==> config.mk <==
export PLATFORM = sky130hd
export DESIGN_NAME = half_pwm_burst_sched_flat
export DESIGN_NICKNAME = d
export VERILOG_FILES = /design/src/rtl/half_pwm_burst_sched_if.sv /design/src/rtl/half_pwm_burst_sched.sv /design/src/flat_wrapper.sv
export SDC_FILE = /design/constraint.sdc
export NUM_CORES = 1
export LEC_CHECK = 0
export BUFFER_PORTS_ARGS = -buffer_cell sky130_fd_sc_hd__buf_2
export CORE_MARGIN = 2
export CORE_UTILIZATION = 50
export DETAILED_ROUTE_END_ITERATION = 16
export GPL_ROUTABILITY_DRIVEN = 0
export PLACE_DENSITY_LB_ADDON = 0.12
export SLEW_MARGIN = 0
export SYNTH_ARGS = -nofsm -noshare
export SYNTH_HDL_FRONTEND = slang
export SYNTH_SLANG_ARGS = --single-unit
==> constraint.sdc <==
create_clock -name io_clk -period 2.8 [get_ports io_clk]
set_clock_uncertainty 0.15 [all_clocks]
set_input_delay 0.28 -clock io_clk [delete_from_list [all_inputs] [get_ports io_clk]]
set_output_delay 0.28 -clock io_clk [all_outputs]
set_load 0.01 [all_outputs]
==> src/rtl/half_pwm_burst_sched_if.sv <==
// half_pwm_burst_sched_if: configuration, burst control and pulse-block signals of the burst scheduler.
interface half_pwm_burst_sched_if #(
    parameter int _RAM_WIDTH = 32,
    parameter int CNT_WIDTH = 16
);
    logic                  cfg_wr;
    logic [_RAM_WIDTH-1:0] cfg_die_period;
    logic [_RAM_WIDTH-1:0] cfg_pulse_period;
    logic [CNT_WIDTH-1:0]  cfg_burst_cnt;
    logic [CNT_WIDTH-1:0]  cfg_gap;
    logic [CNT_WIDTH-1:0]  cfg_timeout;
    logic                  start;
    logic                  abort;
    logic                  pulse_valid;
    logic [_RAM_WIDTH-1:0] die_period;
    logic [_RAM_WIDTH-1:0] pulse_period;
    logic                  pwm_en;
    logic                  pwm_dis;
    logic                  busy;
    logic                  done;
    logic                  fault;
    logic [CNT_WIDTH-1:0]  cycle_cnt;

    modport slave (
        input  cfg_wr, cfg_die_period, cfg_pulse_period, cfg_burst_cnt, cfg_gap, cfg_timeout,
        input  start, abort, pulse_valid,
        output die_period, pulse_period, pwm_en, pwm_dis, busy, done, fault, cycle_cnt
    );

    modport master (
        output cfg_wr, cfg_die_period, cfg_pulse_period, cfg_burst_cnt, cfg_gap, cfg_timeout,
        output start, abort, pulse_valid,
        input  die_period, pulse_period, pwm_en, pwm_dis, busy, done, fault, cycle_cnt
    );
endinterface

==> src/rtl/half_pwm_burst_sched.sv <==
// half_pwm_burst_sched: schedules bursts of half-bridge A/B cycles with gap, watchdog and abort handling.
module half_pwm_burst_sched #(
    parameter int _RAM_WIDTH = 32,
    parameter int CNT_WIDTH = 16
) (
    input logic                   io_clk,
    input logic                   io_rst,
    half_pwm_burst_sched_if.slave bus
);
    typedef enum logic [2:0] {IDLE, LOAD, FIRE, WAIT, GAP, ABORT} state_t;

    state_t                r_state;
    logic [_RAM_WIDTH-1:0] r_sh_die;
    logic [_RAM_WIDTH-1:0] r_sh_pulse;
    logic [_RAM_WIDTH-1:0] r_die;
    logic [_RAM_WIDTH-1:0] r_pulse;
    logic [CNT_WIDTH-1:0]  r_sh_burst;
    logic [CNT_WIDTH-1:0]  r_sh_gap;
    logic [CNT_WIDTH-1:0]  r_sh_to;
    logic [CNT_WIDTH-1:0]  r_cyc;
    logic [CNT_WIDTH-1:0]  r_gap;
    logic [CNT_WIDTH-1:0]  r_to;
    logic                  r_pwm_en;
    logic                  r_pwm_dis;
    logic                  r_busy;
    logic                  r_done;
    logic                  r_fault;
    logic                  r_ab;
    logic [CNT_WIDTH-1:0]  w_cyc_nxt;
    logic [CNT_WIDTH-1:0]  w_to_nxt;

    assign w_cyc_nxt = r_cyc + CNT_WIDTH'(1);
    assign w_to_nxt  = r_to + CNT_WIDTH'(1);

    always_ff @(posedge io_clk) begin
        if (io_rst) begin
            r_state    <= IDLE;
            r_sh_die   <= '0;
            r_sh_pulse <= '0;
            r_die      <= '0;
            r_pulse    <= '0;
            r_sh_burst <= '0;
            r_sh_gap   <= '0;
            r_sh_to    <= '0;
            r_cyc      <= '0;
            r_gap      <= '0;
            r_to       <= '0;
            r_pwm_en   <= 1'b0;
            r_pwm_dis  <= 1'b1;
            r_busy     <= 1'b0;
            r_done     <= 1'b0;
            r_fault    <= 1'b0;
            r_ab       <= 1'b0;
        end else begin
            r_pwm_en  <= 1'b0;
            r_done    <= 1'b0;
            r_pwm_dis <= 1'b0;
            case (r_state)
                IDLE: begin
                    if (bus.cfg_wr) begin
                        r_sh_die   <= bus.cfg_die_period;
                        r_sh_pulse <= bus.cfg_pulse_period;
                        r_sh_burst <= bus.cfg_burst_cnt;
                        r_sh_gap   <= bus.cfg_gap;
                        r_sh_to    <= bus.cfg_timeout;
                    end
                    if (bus.start) begin
                        r_state <= LOAD;
                        r_busy  <= 1'b1;
                        r_fault <= 1'b0;
                        r_cyc   <= '0;
                        r_die   <= bus.cfg_wr ? bus.cfg_die_period : r_sh_die;
                        r_pulse <= bus.cfg_wr ? bus.cfg_pulse_period : r_sh_pulse;
                    end
                end
                LOAD: begin
                    r_state  <= FIRE;
                    r_pwm_en <= 1'b1;
                end
                FIRE: begin
                    r_state <= WAIT;
                    r_to    <= '0;
                end
                WAIT: begin
                    if (bus.pulse_valid) begin
                        r_cyc <= w_cyc_nxt;
                        if (r_sh_burst != '0 && w_cyc_nxt == r_sh_burst) begin
                            r_state <= IDLE;
                            r_busy  <= 1'b0;
                            r_done  <= 1'b1;
                        end else if (r_sh_gap == '0) begin
                            r_state  <= FIRE;
                            r_pwm_en <= 1'b1;
                        end else begin
                            r_state <= GAP;
                            r_gap   <= CNT_WIDTH'(1);
                        end
                    end else if (r_sh_to != '0) begin
                        r_to <= w_to_nxt;
                        if (w_to_nxt == r_sh_to) begin
                            r_state   <= ABORT;
                            r_fault   <= 1'b1;
                            r_pwm_dis <= 1'b1;
                            r_ab      <= 1'b0;
                        end
                    end
                end
                GAP: begin
                    if (r_gap == r_sh_gap) begin
                        r_state  <= FIRE;
                        r_pwm_en <= 1'b1;
                    end else begin
                        r_gap <= r_gap + CNT_WIDTH'(1);
                    end
                end
                ABORT: begin
                    r_ab      <= 1'b1;
                    r_pwm_dis <= ~r_ab;
                    if (r_ab) begin
                        r_state <= IDLE;
                        r_busy  <= 1'b0;
                    end
                end
                default: r_state <= IDLE;
            endcase
            // abort overrides whatever the state logic above decided, including a coincident pulse_valid
            if (bus.abort && r_state != IDLE && r_state != ABORT) begin
                r_state   <= ABORT;
                r_busy    <= 1'b1;
                r_pwm_dis <= 1'b1;
                r_pwm_en  <= 1'b0;
                r_done    <= 1'b0;
                r_ab      <= 1'b0;
                r_cyc     <= r_cyc;
                r_fault   <= r_fault;
            end
        end
    end

    assign bus.die_period   = r_die;
    assign bus.pulse_period = r_pulse;
    assign bus.pwm_en       = r_pwm_en;
    assign bus.pwm_dis      = r_pwm_dis;
    assign bus.busy         = r_busy;
    assign bus.done         = r_done;
    assign bus.fault        = r_fault;
    assign bus.cycle_cnt    = r_cyc;
endmodule
==> src/flat_wrapper.sv <==
// flat-port wrapper written by rule: the top's interface ports become plain ports
module half_pwm_burst_sched_flat 
#(
    parameter int _RAM_WIDTH = 32,
    parameter int CNT_WIDTH = 16
)
  (io_clk, io_rst, bus_cfg_wr, bus_cfg_die_period, bus_cfg_pulse_period, bus_cfg_burst_cnt, bus_cfg_gap, bus_cfg_timeout, bus_start, bus_abort, bus_pulse_valid, bus_die_period, bus_pulse_period, bus_pwm_en, bus_pwm_dis, bus_busy, bus_done, bus_fault, bus_cycle_cnt);
  half_pwm_burst_sched_if #(._RAM_WIDTH(_RAM_WIDTH), .CNT_WIDTH(CNT_WIDTH)) bus_i ();
  input logic io_clk;
  input logic io_rst;
  input wire logic [$bits(bus_i.cfg_wr)-1:0] bus_cfg_wr;
  input wire logic [$bits(bus_i.cfg_die_period)-1:0] bus_cfg_die_period;
  input wire logic [$bits(bus_i.cfg_pulse_period)-1:0] bus_cfg_pulse_period;
  input wire logic [$bits(bus_i.cfg_burst_cnt)-1:0] bus_cfg_burst_cnt;
  input wire logic [$bits(bus_i.cfg_gap)-1:0] bus_cfg_gap;
  input wire logic [$bits(bus_i.cfg_timeout)-1:0] bus_cfg_timeout;
  input wire logic [$bits(bus_i.start)-1:0] bus_start;
  input wire logic [$bits(bus_i.abort)-1:0] bus_abort;
  input wire logic [$bits(bus_i.pulse_valid)-1:0] bus_pulse_valid;
  output wire logic [$bits(bus_i.die_period)-1:0] bus_die_period;
  output wire logic [$bits(bus_i.pulse_period)-1:0] bus_pulse_period;
  output wire logic [$bits(bus_i.pwm_en)-1:0] bus_pwm_en;
  output wire logic [$bits(bus_i.pwm_dis)-1:0] bus_pwm_dis;
  output wire logic [$bits(bus_i.busy)-1:0] bus_busy;
  output wire logic [$bits(bus_i.done)-1:0] bus_done;
  output wire logic [$bits(bus_i.fault)-1:0] bus_fault;
  output wire logic [$bits(bus_i.cycle_cnt)-1:0] bus_cycle_cnt;
  assign bus_i.cfg_wr = bus_cfg_wr;
  assign bus_i.cfg_die_period = bus_cfg_die_period;
  assign bus_i.cfg_pulse_period = bus_cfg_pulse_period;
  assign bus_i.cfg_burst_cnt = bus_cfg_burst_cnt;
  assign bus_i.cfg_gap = bus_cfg_gap;
  assign bus_i.cfg_timeout = bus_cfg_timeout;
  assign bus_i.start = bus_start;
  assign bus_i.abort = bus_abort;
  assign bus_i.pulse_valid = bus_pulse_valid;
  assign bus_die_period = bus_i.die_period;
  assign bus_pulse_period = bus_i.pulse_period;
  assign bus_pwm_en = bus_i.pwm_en;
  assign bus_pwm_dis = bus_i.pwm_dis;
  assign bus_busy = bus_i.busy;
  assign bus_done = bus_i.done;
  assign bus_fault = bus_i.fault;
  assign bus_cycle_cnt = bus_i.cycle_cnt;
  half_pwm_burst_sched #(._RAM_WIDTH(_RAM_WIDTH), .CNT_WIDTH(CNT_WIDTH)) u_core (.io_clk(io_clk), .io_rst(io_rst), .bus(bus_i));
endmodule
==> out/qor.yml, run 1 <==
crit_buf_inv: 2
fin_util_pct: 68.1
timing.fmax_ghz: 0.371
leakage_nw: 5.88
core_area_um2: 21200
pwr-share-comb_pct: 32.6
grt_max_degree: 130
finalPower_w: 0.0119
routed_via_density: 5.45
wl_um: 29900
yosys_warnings: 0
start_kind: "register"
min_path_type: "in -> reg"
drt-pass1-iter-count: 7
grt_pass1_wl_um: 47600
fin_cells: 1941
final-max-slew-violation-count: 0
cts.sink_count: 233
grt_pass1_vias: 9714
crit_fanout: 7
crit_family: "compound AO/OA/AOI/OAI gates"
timing.final.setup_violations: 0
via_count: 10600
antenna_cells: 0
rows: 53
start_util_pct: 51.2
endpoint_kind: "register"
sw_frac_of_total_pct: 35.3
crit_chain: "ha_4, buf_4, and3_1, a41oi_1, a211oi_2, nor4_4, a41oi_2, o21ai_2, buf_6, nor2_1, o32ai_1"
dp_hpwl_um: 19000
clock_latency_ns: 0.53
antenna_found_initial: 0
placedCellCount: 1779
critPathKind: "reg -> reg"
ant_nets: 0
syn_nets: 1477
netlist_area_um2: 10800
cap_violations: 0
numCtsBuffers: 25
synth_cell_type_count: 67
die_width_um: 151
cts_tree: "done"
worst_slew_pin_slew_ns: 0.689
powerDensity_nw_per_um2: 823
crit_slowest_cell: "nor4_4"
finalHoldViolCount: 0
die_h_um: 151
switchingPower_w: 0.00419
grt_util_all_layers_pct: 25.2
area_growth_pct: 33.1
ioPinCount: 203
gr-total-overflow: 0
final_area_um2: 14400
p_seq_share_pct: 38.2
synthArstFlopShare_pct: 0
layout_min_cycle_time_ns: 2.69
io_buffers: 202
worstPathArrival_ns: 2.98
root_buffer: "clkbuf_16"
min_period_over_period_pct: 96.2
cts_max_level: 1
ys_ff_latch: 233
die-area_um2: 22900
cp.required_ns: 3.09
max_stage_delay_ns: 0.34
synthFlopType: "dfxtp_1"
irDropWorstVdd_v: 0.000600
synth_edf_count: 0
drc: 0
relSlewSlack_pct: 54.1
wire_per_inst_um: 15.4
dpl_cell_area_um2: 12200
max-clock-path-buffers: 3
nets: 1768
yosysSeqAreaShare_pct: 43.1
drive_gt1_share_pct: 20.3
status: "finished clean"
intPower_w: 0.00768
cts.clk_slew.worst_paths_ns: 0.06
drt_iter0_markers: 525
syn_area_per_cell_um2: 7.99
syn_inst: 1356
p_clk_share_pct: 29.2
fin_hold_ws_ns: 0.0602
-- path summary, 6_finish.rpt --
check	from	end	slack [ns]	cells past startpoint
worst max register to register	u_core.bus.cycle_cnt[0]	u_core.r_gap[8]	0.11	11
worst min register to register	u_core.r_sh_pulse[17]	u_core.r_sh_pulse[17]	0.30	2
worst min-delay path	bus_cfg_wr	u_core.bus.pulse_period[16]	0.06	3
worst max-delay path	u_core.bus.cycle_cnt[0]	u_core.r_gap[8]	0.11	11
-- flip-flops by register name, indices dropped and copies added, names as in the netlist, 3 cells and up --
| register | count |
|---|---|
| u_core.bus.die_period | 32 |
| u_core.bus.cycle_cnt | 16 |
| u_core.r_sh_gap | 16 |
| u_core.r_sh_to | 16 |
| u_core.r_sh_pulse | 32 |
| u_core.r_state | 3 |
| u_core.r_to | 16 |
| u_core.r_gap | 16 |
| u_core.r_sh_burst | 16 |
| u_core.bus.pulse_period | 32 |
| u_core.r_sh_die | 32 |
-- cells in the final DEF (no fill, tap or decap), types with 5 or more instances in the layout --
| cell | n |
|---|---|
| nand2_1 | 267 |
| dfxtp_1 | 229 |
| buf_2 | 200 |
| a21oi_1 | 160 |
| nor2_1 | 124 |
| dlygate4sd3_1 | 113 |
| a211oi_1 | 67 |
| mux2i_1 | 65 |
| buf_4 | 50 |
| xnor2_1 | 43 |
| o21ai_0 | 32 |
| clkbuf_16 | 25 |
| nor3_1 | 24 |
| nand3_1 | 19 |
| nor4_1 | 17 |
| nand4_1 | 15 |
| inv_1 | 14 |
| nand3b_1 | 12 |
| and3_1 | 12 |
| o21ai_1 | 12 |
| a31oi_1 | 11 |
| xor2_1 | 10 |
| nor2b_1 | 10 |
| nand2b_1 | 7 |
| a22oi_1 | 7 |
| or3_1 | 6 |
| a21o_1 | 5 |
| nor4_4 | 5 |
| a311oi_1 | 5 |
| clkbuf_8 | 5 |
-- area by class of cell --
type	instances	area [um2]
clock buffers	34	709
clock inverters	12	165
fillers	1781	6740
inverters	14	52.6
multi-input cells	1003	5850
flip-flops and latches	233	4670
well taps	275	344
repair buffers	370	2620
-- through the flow --
| stage | TNS [ns] | worst slack (ns) |
|---|---|---|
| global placement | 0 | 0.101 |
| detailed placement | 0 | 0.0191 |
| CTS | 0 | 0.0129 |
| floorplan | 0 | 0.00348 |
| finish | 0 | 0.107 |
| global route | -0.0654 | -0.0332 |
-- tightest hold or removal path, delay by kind of cell --
kind	cells	cell delay [ns]
AOI/OAI and AO/OA	1	0.08
buffers and inverters	1	0.18
muxes	1	0.16
-- power groups by stage --
stage / clock network [W] / logic [W] / registers, W
3_3_place_gp: 0 / 0.00362 / 0.00456
6_report: 0.00346 / 0.00387 / 0.00453
4_1_cts: 0.00353 / 0.00381 / 0.00452
5_1_grt: 0.00367 / 0.00430 / 0.00462
2_1_floorplan: 0 / 0.00237 / 0.00465
3_5_place_dp: 0 / 0.00366 / 0.00458
-- logic make-up (layout without fill, tap and decap cells) --
logic type,Yosys count,count (layout),share of synthesized area (%)
XOR/XNOR,56,56,4.60
AO/OA/AOI/OAI,330,330,18.5
buffers and inverters,120,430,4.31
flip-flops,233,233,43.1
multiplexers,66,66,6.11
adder cells (fa/ha/maj),3,3,0.347
AND/OR/NAND/NOR,548,548,23.1
-- synthesized netlist by cell type, types with 2 or more instances --
| cell | count | area (um2) |
|---|---|---|
| dfxtp_1 | 233 | 4660 |
| buf_2 | 4 | 20.0 |
| nor2_1 | 125 | 469 |
| a221oi_1 | 3 | 26.3 |
| o21a_1 | 2 | 15.0 |
| o31ai_1 | 4 | 30.0 |
| or3_1 | 7 | 43.8 |
| nand4_1 | 15 | 93.8 |
| nor2b_1 | 10 | 62.6 |
| buf_1 | 3 | 11.3 |
| nand2_1 | 268 | 1010 |
| a311oi_1 | 5 | 43.8 |
| a41oi_1 | 2 | 17.5 |
| a21o_1 | 5 | 37.5 |
| a31oi_1 | 11 | 68.8 |
| and3_1 | 12 | 75.1 |
| o21ai_0 | 33 | 165 |
| nor3_1 | 25 | 125 |
| a211oi_1 | 67 | 503 |
| and2_1 | 6 | 37.5 |
| o32ai_1 | 2 | 17.5 |
| ha_1 | 3 | 37.5 |
| nor3b_1 | 2 | 15.0 |
| nor4_1 | 17 | 106 |
| and4_1 | 4 | 35.0 |
| o21ai_1 | 11 | 55.1 |
| a22oi_1 | 7 | 52.6 |
| nand4_2 | 2 | 25.0 |
| inv_1 | 14 | 52.6 |
| nand3_1 | 19 | 95.1 |
| xnor2_1 | 45 | 394 |
| a21oi_1 | 160 | 801 |
| mux2i_1 | 65 | 651 |
| o211ai_1 | 4 | 30.0 |
| or4b_1 | 2 | 20.0 |
| clkbuf_1 | 97 | 364 |
| xor2_1 | 10 | 87.6 |
| nand3b_1 | 12 | 90.1 |
| nand2b_1 | 7 | 43.8 |
| or2_2 | 3 | 18.8 |
| nor4_2 | 4 | 50.1 |
-- routing by layer --
metal	share of wire [%]	track usage, %	vias up
met5	0	0	-
met4	2.8	6.78	0
met3	5.9	6.14	64
met2	48	42.5	257
met1	43	32.4	4948
li1	-	-	5312
-- repair_timing --
item,in CTS,in global routing
gates resized for setup,1,26
pin swaps,0,8
setup buffers,0,3
endpoints found under the setup margin,1,14
endpoints found under the hold margin,177,0
hold buffers,113,0
No activity file was read; power rests on OpenSTA's default activity.
==> inputs of run 2 (changes only) <==
==> constraint.sdc (replaced) <==
create_clock -name io_clk -period 2.8 [get_ports io_clk]
set_clock_uncertainty 0.15 [all_clocks]
set_input_delay 0.28 -clock io_clk [delete_from_list [all_inputs] [get_ports io_clk]]
set_output_delay 0.28 -clock io_clk [all_outputs]
set_load 0.05 [all_outputs]
==> run 2 against run 1 <==
Against the previous run: power is 9.9% higher; hold slack better by 0.017 ns; setup slack worse by 0.080 ns; die area stayed put; critical path depth is 1 lower; clock-buffer cell count is 2 higher; routed wire length is 0.57% higher; critical path type unchanged; critical endpoint unchanged.
==> out/qor.yml, run 2 (synthesis gave the netlist of run 1 again) <==
cap_violations: 0
grt_max_degree: 96
grt_util_all_layers_pct: 25.6
drt_iter0_markers: 554
start_util_pct: 51.2
nets: 1765
start_kind: "register"
io_buffers: 202
rsz0062_at_grt: "yes"
rows: 53
core_area_um2: 21200
final-seq-area_um2: 4690
endpoint_kind: "register"
critPathKind: "reg -> reg"
status: "finished clean"
root_buffer: "clkbuf_16"
hold_path_end: "u_core.r_state[0]"
grt_pass1_wl_um: 48400
relSlewSlack_pct: 49.1
fin_ws_ns: 0.0269
layout_min_cycle_time_ns: 2.77
timing.final.setup_violations: 0
pwr-share-comb_pct: 38.2
min_path_type: "in -> reg"
max-clock-path-buffers: 3
multi_input_area_um2: 5790
setup.worst_path.start: "u_core.bus.cycle_cnt[0]"
cts.clk_slew.worst_paths_ns: 0.07
cts_tree: "done"
min_period_over_period_pct: 99.0
ioPinCount: 203
switchingPower_w: 0.00524
worstRegToRegCells: 10
antenna_cells: 0
layout_commonest_cell: "nand2_1"
worstReg2RegEnd: "u_core.r_gap[8]"
die_h_um: 151
routed_via_density: 5.46
r2r_start: "u_core.bus.cycle_cnt[0]"
wl_um: 30100
drt-pass1-iter-count: 7
intPower_w: 0.00780
p_clk_share_pct: 27.1
r2r_slack_ns: 0.03
via_count: 10600
finalSetupTns_ns: 0
fin_hold_ws_ns: 0.0773
irDropWorstVdd_v: 0.000813
cts_max_level: 1
worstHoldStart: "bus_abort"
sw_frac_of_total_pct: 40.2
clock_latency_ns: 0.53
die_width_um: 151
holdPathStages: 4
antenna_found_initial: 0
cts.sink_count: 233
final_cell_mix: "nand2_1, dfxtp_1, buf_2"
cp.required_ns: 3.09
ant_nets: 0
powerDensity_nw_per_um2: 906
p_seq_share_pct: 34.7
worst_slew_pin_slew_ns: 0.763
area_growth_pct: 33.0
grt_pass1_vias: 10100
gr-total-overflow: 0
final-max-slew-violation-count: 0
die-area_um2: 22900
crit_fanout: 8
leakage_nw: 5.84
wire_per_inst_um: 15.5
timing.fmax_ghz: 0.361
worstPathArrival_ns: 3.06
drive_gt1_share_pct: 20.3
finalHoldViolCount: 0
drc: 0
post-place-ws_ns: -0.0196
numCtsBuffers: 26
n_fill_cell: 1747
dp_hpwl_um: 19200
[run 2: cell count changes in the layout (fill, tap and decap cells not counted), sizes merged]
cell | before | now
buf | 257 | 253
clkbuf | 34 | 36
clkinv | 5 | 4
[run 2: worst max-delay path: stages (launching register included)]
cell and delay (ns):
dfxtp_4 0.36, ha_4 0.14, nand3_4 0.07, or4_4 0.59, xnor2_4 0.16, nor4_4 0.33
a41oi_2 0.20, o21ai_2 0.21, buf_4 0.19, nor2_1 0.05, o32ai_1 0.21
[run 2: through the flow]
step	utilization [%]	power, W	std cells	cell area (um2)
after detailed placement	58.0	0.00936	1774	12300
after floorplan	-	0.00805	1356	10900
final	68.1	0.0130	1938	14400
after CTS	67.7	0.0131	1935	14300
after global routing	68.1	0.0138	1938	14400
after global placement	58.0	0.00929	1774	12300
[run 2: area by class of cell]
class / instances / share of cell area (%)
Clock buffer: 36 / 5.20
Timing Repair Buffer: 366 / 18.2
Sequential cell: 233 / 32.5
Inverter: 14 / 0.365
Multi-Input combinational cell: 1003 / 40.2
Clock inverter: 11 / 1.09
Tap cell: 275 / 2.39
[run 2: worst max path at each step]
stage,slack [ns],to,depth (start not counted)
2_1_floorplan,0.02,u_core.r_gap[10],10
3_3_place_gp,0.03,u_core.r_gap[8],10
3_5_place_dp,-0.02,u_core.r_gap[8],10
4_1_cts,0.03,u_core.r_state[1],7
5_1_grt,-0.11,u_core.r_gap[8],10
6_report,0.03,u_core.r_gap[8],10
[run 2: repair_timing]
item,CTS,global route
gates resized for setup,0,12
buffers inserted,1,3
hold endpoints to repair,177,0
endpoints found under the setup margin,1,8
hold buffers,113,0
pin swaps,1,8
[run 2: layer usage]
layer,up-vias,global-route usage (%),wire length [um]
li1,5313,-,-
met1,4943,31.6,12700
met2,266,44.5,14600
met3,66,5.48,1890
met4,0,8.32,934
met5,-,0,0
[run 2: power by group through the flow]
stage	sequential [W]	clock, W	combinational (W)
finish	0.00453	0.00354	0.00498
global placement	0.00456	0	0.00473
global route	0.00461	0.00375	0.00545
detailed placement	0.00457	0	0.00478
floorplan	0.00568	0	0.00237
CTS	0.00452	0.00361	0.00493
==> inputs of run 3 (changes only) <==
--- a/config.mk
+++ b/config.mk
@@ -6,8 +6,10 @@
 export NUM_CORES = 1
 export LEC_CHECK = 0
 export BUFFER_PORTS_ARGS = -buffer_cell sky130_fd_sc_hd__buf_2
+export CELL_PAD_IN_SITES_DETAIL_PLACEMENT = 1
+export CELL_PAD_IN_SITES_GLOBAL_PLACEMENT = 1
 export CORE_MARGIN = 2
-export CORE_UTILIZATION = 50
+export CORE_UTILIZATION = 37
 export DETAILED_ROUTE_END_ITERATION = 16
 export GPL_ROUTABILITY_DRIVEN = 0
 export PLACE_DENSITY_LB_ADDON = 0.12
==> run 3 against run 2 <==
Against the previous run: via count grew 1.1%; utilization is 17 points lower; sequential power hardly changed; first-iteration DRC count decreased by 25%; final area rose by 1.5%; die area is 34% higher; register-to-register slack improved by 0.06 ns; clock power is essentially flat; routed wire length increased by 16%; maximum frequency rose by 2.2%; critical path type unchanged; largest cell class unchanged; largest power group unchanged; highest routed layer unchanged.
==> out/qor.yml, run 3 (synthesis gave the netlist of run 1 again) <==
fin_cells: 2058
crit_slowest_cell: "or4b_1"
intPower_w: 0.00769
irDropWorstVdd_v: 0.000558
min_period_over_period_pct: 96.9
endpoint_kind: "register"
rows: 62
worstRegToRegCells: 10
pwr-share-comb_pct: 38.4
min_path_type: "in -> reg"
wl_um: 34800
worstReg2RegEnd: "u_core.r_gap[4]"
antenna_found_initial: 0
routed_via_density: 5.20
io_buffers: 202
area_growth_pct: 35.0
finalSetupTns_ns: 0
nets: 1776
layout_commonest_cell: "nand2_1"
grt_max_degree: 82
drive_gt1_share_pct: 21.1
grt_pass1_wl_um: 56700
n_fill_cell: 3459
dpl_cell_area_um2: 12500
wire_per_inst_um: 16.9
drt-pass1-iter-count: 4
cp.required_ns: 3.13
crit_chain: "ha_4, buf_4, and3_1, a41oi_2, a211oi_2, nor4_4, a41oi_2, o21ai_4, or4b_1, a21oi_1"
final_area_um2: 14600
r2r_slack_ns: 0.09
placedCellCount: 1893
leakage_nw: 5.91
p_seq_share_pct: 34.8
antenna_cells: 0
holdPathStages: 2
worstHoldStart: "io_rst"
p_clk_share_pct: 26.9
relSlewSlack_pct: 39.5
worstPathArrival_ns: 3.04
grt_util_all_layers_pct: 22.2
r2r_start: "u_core.bus.cycle_cnt[0]"
ioPinCount: 203
die_h_um: 175
powerDensity_nw_per_um2: 893
cts.clk_slew.worst_paths_ns: 0.06
critPathKind: "reg -> reg"
fin_util_pct: 50.8
ant_nets: 0
clock_latency_ns: 0.54
die-area_um2: 30700
timing.fmax_ghz: 0.369
gr-total-overflow: 0
cp_common_cell: "a41oi_2"
max_stage_delay_ns: 0.49
final-max-slew-violation-count: 0
cap_violations: 0
finalHoldViolCount: 0
switchingPower_w: 0.00537
grt_pass1_vias: 11000
worst_slew_pin_slew_ns: 0.908
layout_min_cycle_time_ns: 2.71
timing.final.setup_violations: 0
core_area_um2: 28800
drt_iter0_markers: 417
via_count: 10700
cts_tree: "done"
status: "finished clean"
cts_max_level: 1
crit_fanout: 6
cts.sink_count: 233
sw_frac_of_total_pct: 41.1
final_cell_mix: "nand2_1, dfxtp_1, buf_2"
start_kind: "register"
fin_hold_ws_ns: 0.0509
root_buffer: "clkbuf_16"
die_width_um: 175
hold_path_end: "u_core.r_sh_pulse[20]"
dp_hpwl_um: 22400
rsz0062_at_grt: "yes"
max-clock-path-buffers: 3
start_util_pct: 37.6
numCtsBuffers: 27
drc: 0
## run 3: cell types whose count changed in the layout (fill, tap and decap cells not counted), sizes merged
cell      previous run  this run
clkinv               4         6
buf                253       263
clkinvlp             3         0
bufinv               3         1
clkbuf              36        40
## run 3: through the flow
step           power (W)  worst slack [ns]
2_1_floorplan    0.00805            0.0168
3_3_place_gp     0.00933            0.0306
3_5_place_dp     0.00944           -0.0392
4_1_cts           0.0131            0.0189
5_1_grt           0.0139           -0.0307
6_report          0.0131            0.0865
## run 3: worst max path at each step
stage                                       start  cells past startpoint                 to
after floorplan           u_core.bus.cycle_cnt[1]                     10   u_core.r_gap[10]
after global placement    u_core.bus.cycle_cnt[0]                     10    u_core.r_gap[8]
after detailed placement  u_core.bus.cycle_cnt[0]                     10    u_core.r_gap[8]
after CTS                          u_core.r_to[0]                      7  u_core.r_state[1]
after global routing      u_core.bus.cycle_cnt[0]                     11    u_core.r_gap[8]
final                     u_core.bus.cycle_cnt[0]                     10    u_core.r_gap[4]
## run 3: power groups by stage
stage / Sequential, W / Combinational (W) / Clock [W]
floorplan: 0.00568 / 0.00237 / 0
global placement: 0.00458 / 0.00476 / 0
detailed placement: 0.00460 / 0.00484 / 0
CTS: 0.00454 / 0.00499 / 0.00361
global route: 0.00464 / 0.00550 / 0.00374
finish: 0.00454 / 0.00501 / 0.00351
## run 3: per-layer routing
metal / GRT usage (%) / vias to the layer above / routed length [um]
met3: 4.83 / 36 / 1670
li1: - / 5319 / -
met5: 0 / - / 0
met2: 40.6 / 169 / 17300
met4: 4.62 / 0 / 544
met1: 26.8 / 5178 / 15300
## run 3: cell type report
class,instances,area (um2),share of cell area (%)
clock inverters,8,83.8,0.573
repair buffers,376,2680,18.3
inverters,14,52.6,0.359
flip-flops and latches,233,4690,32.1
well taps,384,480,3.29
multi-input cells,1003,5820,39.8
clock buffers,40,805,5.50
## run 3: worst max-delay path, delay by kind of cell (launching register included)
family | cells | cell delay [ns]
adders and majority gates | 1 | 0.15
AOI/OAI and AO/OA | 5 | 0.99
buffers and inverters | 1 | 0.14
DFF | 1 | 0.36
and+or+nand+nor | 3 | 0.86
## run 3: what timing repair did
action	in CTS	in global routing
resized for setup	1	20
pin swaps	2	9
endpoints found under the hold margin	178	0
setup buffers	1	3
hold buffers	113	0
setup endpoints to repair	2	15
